File: src/rtl/clk_ratio_monitor.sv
// Measures the period of a clk-synchronous divided clock and checks it against a programmed ratio.
// Optional high-time (duty) check is compiled in with `define CLK_RATIO_MON_DUTY_CHECK_EN.
module clk_ratio_monitor #(
  parameter int CNT_W    = 8,
  parameter int LOCK_CNT = 4,
  parameter int ERR_W    = 8
) (
  input  logic             clk,
  input  logic             rst,
  input  logic             enable,
  input  logic             div_in,
  input  logic [CNT_W-1:0] expect_div,
  input  logic             clr,
  output logic [CNT_W-1:0] period,
  output logic             period_valid,
  output logic             locked,
  output logic             err,
  output logic             timeout,
  output logic             cfg_err,
  output logic [ERR_W-1:0] err_cnt
`ifdef CLK_RATIO_MON_DUTY_CHECK_EN
  ,
  output logic             duty_err
`endif
);

  localparam int MW = $clog2(LOCK_CNT + 1);

  typedef enum logic [1:0] {
    IDLE,
    ALIGN,
    MEASURE,
    LOCKED
  } state_t;

  state_t           state;
  logic             div_d;
  logic [CNT_W-1:0] cnt;
  logic [CNT_W-1:0] exp_r;
  logic [MW-1:0]    match_cnt;

  logic             rise;
  logic             cnt_sat;
  logic             active;
  logic [CNT_W:0]   exp2;
  logic             to_evt;
  logic             rep_evt;
  logic             mis_evt;
  logic             duty_evt;
  logic             bad_evt;
  logic             err_evt;
  logic             match_evt;

  assign rise    = div_in & ~div_d;
  assign cnt_sat = &cnt;
  assign active  = enable && ((state == MEASURE) || (state == LOCKED));
  // Doubled expectation kept one bit wider so large ratios cannot wrap
  assign exp2    = {exp_r, 1'b0};

  assign to_evt    = active && !rise && (({1'b0, cnt} >= exp2) || cnt_sat);
  assign rep_evt   = active && rise;
  assign mis_evt   = rep_evt && (cnt != exp_r);
  assign bad_evt   = mis_evt || duty_evt;
  assign err_evt   = to_evt || bad_evt;
  assign match_evt = rep_evt && !bad_evt;

`ifdef CLK_RATIO_MON_DUTY_CHECK_EN
  logic [CNT_W-1:0] hcnt;
  logic [CNT_W-1:0] duty_lo;
  logic [CNT_W-1:0] duty_hi;
  logic             fall;

  assign fall     = ~div_in & div_d;
  assign duty_lo  = exp_r >> 1;
  assign duty_hi  = duty_lo + CNT_W'(exp_r[0]);
  assign duty_evt = active && fall && (hcnt != duty_lo) && (hcnt != duty_hi);

  always_ff @(posedge clk or negedge rst) begin
    if (!rst) begin
      hcnt     <= '0;
      duty_err <= 1'b0;
    end else begin
      duty_err <= duty_evt;
      if (rise)
        hcnt <= CNT_W'(1);
      else if (div_in && !(&hcnt))
        hcnt <= hcnt + CNT_W'(1);
    end
  end
`else
  assign duty_evt = 1'b0;
`endif

  always_ff @(posedge clk or negedge rst) begin
    if (!rst) begin
      state        <= IDLE;
      div_d        <= 1'b0;
      cnt          <= '0;
      exp_r        <= '0;
      match_cnt    <= '0;
      period       <= '0;
      period_valid <= 1'b0;
      locked       <= 1'b0;
      err          <= 1'b0;
      timeout      <= 1'b0;
      cfg_err      <= 1'b0;
      err_cnt      <= '0;
    end else begin
      div_d        <= div_in;
      cnt          <= rise ? CNT_W'(1) : (cnt_sat ? cnt : cnt + CNT_W'(1));
      period_valid <= rep_evt;
      err          <= err_evt;
      timeout      <= to_evt;
      if (rep_evt)
        period <= cnt;

      // A clear wins over history but still counts an error landing in the same cycle
      if (clr)
        err_cnt <= err_evt ? ERR_W'(1) : '0;
      else if (err_evt && !(&err_cnt))
        err_cnt <= err_cnt + ERR_W'(1);

      case (state)
        IDLE: begin
          exp_r   <= expect_div;
          cfg_err <= (exp_r < CNT_W'(2));
          if (enable && (exp_r >= CNT_W'(2))) begin
            state   <= ALIGN;
            cfg_err <= 1'b0;
          end
        end
        ALIGN: begin
          if (rise) begin
            state     <= MEASURE;
            match_cnt <= '0;
          end
        end
        MEASURE, LOCKED: begin
          if (to_evt) begin
            locked    <= 1'b0;
            match_cnt <= '0;
            state     <= ALIGN;
          end else if (bad_evt) begin
            locked    <= 1'b0;
            match_cnt <= '0;
            state     <= MEASURE;
          end else if (match_evt && (state == MEASURE)) begin
            match_cnt <= match_cnt + MW'(1);
            if (match_cnt == MW'(LOCK_CNT - 1)) begin
              state  <= LOCKED;
              locked <= 1'b1;
            end
          end
        end
        default: state <= IDLE;
      endcase

      if (!enable) begin
        state     <= IDLE;
        locked    <= 1'b0;
        match_cnt <= '0;
      end
    end
  end

endmodule

File: config.mk
export PLATFORM = sky130hd
export DESIGN_NAME = clk_ratio_monitor
export DESIGN_NICKNAME = d
export VERILOG_FILES = /design/src/rtl/clk_ratio_monitor.sv
export SDC_FILE = /design/constraint.sdc
export NUM_CORES = 1
export LEC_CHECK = 0
export CAP_MARGIN = 25
export CORE_MARGIN = 2
export CORE_UTILIZATION = 30
export DETAILED_ROUTE_END_ITERATION = 10
export DONT_BUFFER_PORTS = 1
export HOLD_SLACK_MARGIN = 0.02
export PLACE_DENSITY = 0.45
export SETUP_SLACK_MARGIN = 0.15
export SKIP_LAST_GASP = 1
export SLEW_MARGIN = 0
export SYNTH_ARGS = -nofsm -noshare
export SYNTH_HDL_FRONTEND = slang
export SYNTH_SLANG_ARGS = --single-unit
File: constraint.sdc
create_clock -name clk -period 3.25 [get_ports clk]
set_input_delay 0.65 -clock clk [delete_from_list [all_inputs] [get_ports clk]]
set_output_delay 0.65 -clock clk [all_outputs]
set_load 0.02 [all_outputs]
==> reports/results.tsv <==
metric	value	unit
setup_viol	0	
setup_tns	0	ns
syn_nets	240	
cts_buffers	5	
arrival	2.77	ns
core_area	0.00718	mm2
reg2reg_depth	9	
start_util	30.7	%
maxCapViolCount	0	
die-area	0.00805	mm2
fp.dieH	89.7	um
worstMarginPinSlew	0.406	ns
clkLatencyLatePin	0.30	ns
synth_ff_type	dfrtp_1	
final_common_cell	dfrtp_1	
ys_warn_count	0	
antenna_cells	0	
place_ws	0.704	ns
area_growth	10.8	%
clk_pin_slew	0.09	ns
drv_slew	0	
ir_drop	319	uV
synth_edf_count	0	
cp.depth	9	
r2r-end	err_cnt[2]	
drt-total-wl	4790	um
r2r_start	cnt[1]	
power_per_cell_area	586	mW/mm2
worst_slack	0.672	ns
cts_setup_buffers	0	
grt_antenna_before_repair	0	
crit_top_cell	inv_1	
worstPathBufferInverterCount	2	
critPathMaxStageDelay	0.46	ns
overflow	0	
end_kind	flip-flop	
clockBufferDepth	2	
detail-route-antenna-nets	0	
hold_violations	0	
post-route-drc-count	0	
drt_iter0_drc	55	
cp_max_fo	13	
vias_per_cell	5.09	
hpwl	3420	um
nNetsFinal	241	
swShare	30.8	%
fin_crit	2.58	ns
num_vias	1612	
rsz0062_at_grt	no	
p_sw	441	uW
relSlewSlack	72.7	%
seqPwrFrac	50.8	%
grt_first_pass_wirelength	8330	um
worst_setup_path_start_kind	flip-flop	
rows	31	
path_cells	inv_1, ha_1, nand2b_1, a31o_1, a2111o_1, o211a_2, inv_1, and3_1, mux2_2	
clkPwrFrac	30.3	%
ys_seq_area_share	48.8	%
synth-async-reset-ratio	100	%
ios	34	
cp_top_family	compound AO/OA/AOI/OAI gates	
reg2reg_slack	0.67	ns
cp.required	3.44	ns
dr.pass1.iters	4	
intPower	990	uW
root_buffer	clkbuf_8	
crit_type	flip-flop to flip-flop	
cp-startpoint	cnt[1]	
cpMaxStageDelayCell	dfrtp_1	
grt_max_degree	44	
avgSynthCellArea	10.2	um2
routabilityCongestion	0.734	
drive_gt1_share	11.5	%
clock-sinks	43	
fillCellCount	740	
crit_end	err_cnt[2]	
cts_tree	built	
ys_ff_latch	43	
htreeDepth	2	
netlist_area	0.00220	mm2
wl_per_cell	15.1	um
max_freq	388	MHz
p_leak	0.00111	uW
synth.distinct_cells	44	
grt_pass1_vias	1550	
grt_usage	12.9	%
pwr-share-comb	18.9	%
die-width	89.7	um
skew	0.00876	ns
hold_class	input pin to async pin	
port_buffers	0	
outcome	finished, final reports clean	
period_share	79.3	%
final_cell_mix	dfrtp_1, inv_1, nand2_1	
syn_inst	216	
what timing repair did:
action | in CTS | in global routing
endpoints found under the hold margin | 0 | 24
hold buffers | 0 | 1
resized for setup | 0 | 0
state kept, by name, summed over array words and instances (netlist names):
register	cells
timeout	1
exp_r	8
period_valid	1
state	2
period	8
err	1
cfg_err	1
cnt	8
locked	1
err_cnt	8
div_d	1
match_cnt	3
worst min-delay path by stage:
stage	from	endpoint	slack, ns	depth (start not counted)
final	rst	locked	0.04	0
after global routing	rst	timeout	0.02	0
after CTS	rst	err_cnt[5]	0.02	0
after detailed placement	rst	err_cnt[5]	0.36	0
after global placement	rst	err_cnt[5]	0.36	0
after floorplan	rst	cfg_err	0.35	0
metal layers:
| metal | track usage [%] | wire [um] |
|---|---|---|
| met5 | 0 | 0 |
| met4 | 5.00 | 87 |
| met3 | 3.86 | 228 |
| met1 | 17.6 | 2240 |
| met2 | 19.3 | 2230 |
power groups by stage:
stage,Combinational [uW],Clock (uW),Sequential [uW]
floorplan,238,0,694
global placement,267,0,737
detailed placement,263,0,740
CTS,266,453,729
global route,316,477,746
finish,270,433,727
cell usage after synthesis, drive strengths merged, types with 3 or more instances:
library cell,instances,area share (%)
nor2b,5,1.4
o21ai,12,2.7
nand2,13,2.2
clkbuf,8,1.4
o211ai,3,1.0
ha,11,6.2
nor2,11,1.9
and3,7,2.0
nand2b,3,0.85
dfrtp,43,49
nand4,7,2.0
xnor2,9,3.6
inv,14,2.4
a21oi,12,2.7
a31oi,5,1.4
mux2,11,5.6
nand3,10,2.3
metrics by stage:
step / util [%] / area [um2] / hold slack [ns] / std cells / total power (uW)
4_1_cts: 33.8 / 2420 / 0.0201 / 316 / 1450
5_1_grt: 34.0 / 2440 / 0.0205 / 317 / 1540
2_1_floorplan: - / 2200 / 0.354 / 216 / 931
3_3_place_gp: 32.1 / 2300 / 0.355 / 308 / 1000
3_5_place_dp: 32.1 / 2300 / 0.355 / 308 / 1000
6_report: 34.0 / 2440 / 0.0436 / 317 / 1430
layout make-up:
type / count / area (um2) / area share [%]
clock buffer: 6 / 82.6 / 3.38
clock inverter: 2 / 35.0 / 1.43
inverter: 14 / 52.6 / 2.15
multi-input combinational: 149 / 1030 / 42.2
sequential: 43 / 1080 / 44.1
tap: 99 / 124 / 5.07
timing repair buffer: 4 / 42.5 / 1.74
logic make-up after synthesis:
family | after synthesis | synth area share, %
buf+inv | 24 | 4.48
flops | 43 | 48.8
mux | 11 | 5.62
xor+xnor | 10 | 3.97
simple gates | 67 | 15.9
compound gates | 50 | 14.9
fa+ha+maj | 11 | 6.24
worst reg2reg max path, stage by stage (launching register included):
cell and delay (ns):
dfrtp_1 0.46, inv_1 0.11, ha_1 0.28, nand2b_1 0.05
a31o_1 0.23, a2111o_1 0.42, o211a_2 0.24, inv_1 0.18
and3_1 0.18, mux2_2 0.33
No activity file was read; power rests on OpenSTA's default activity.
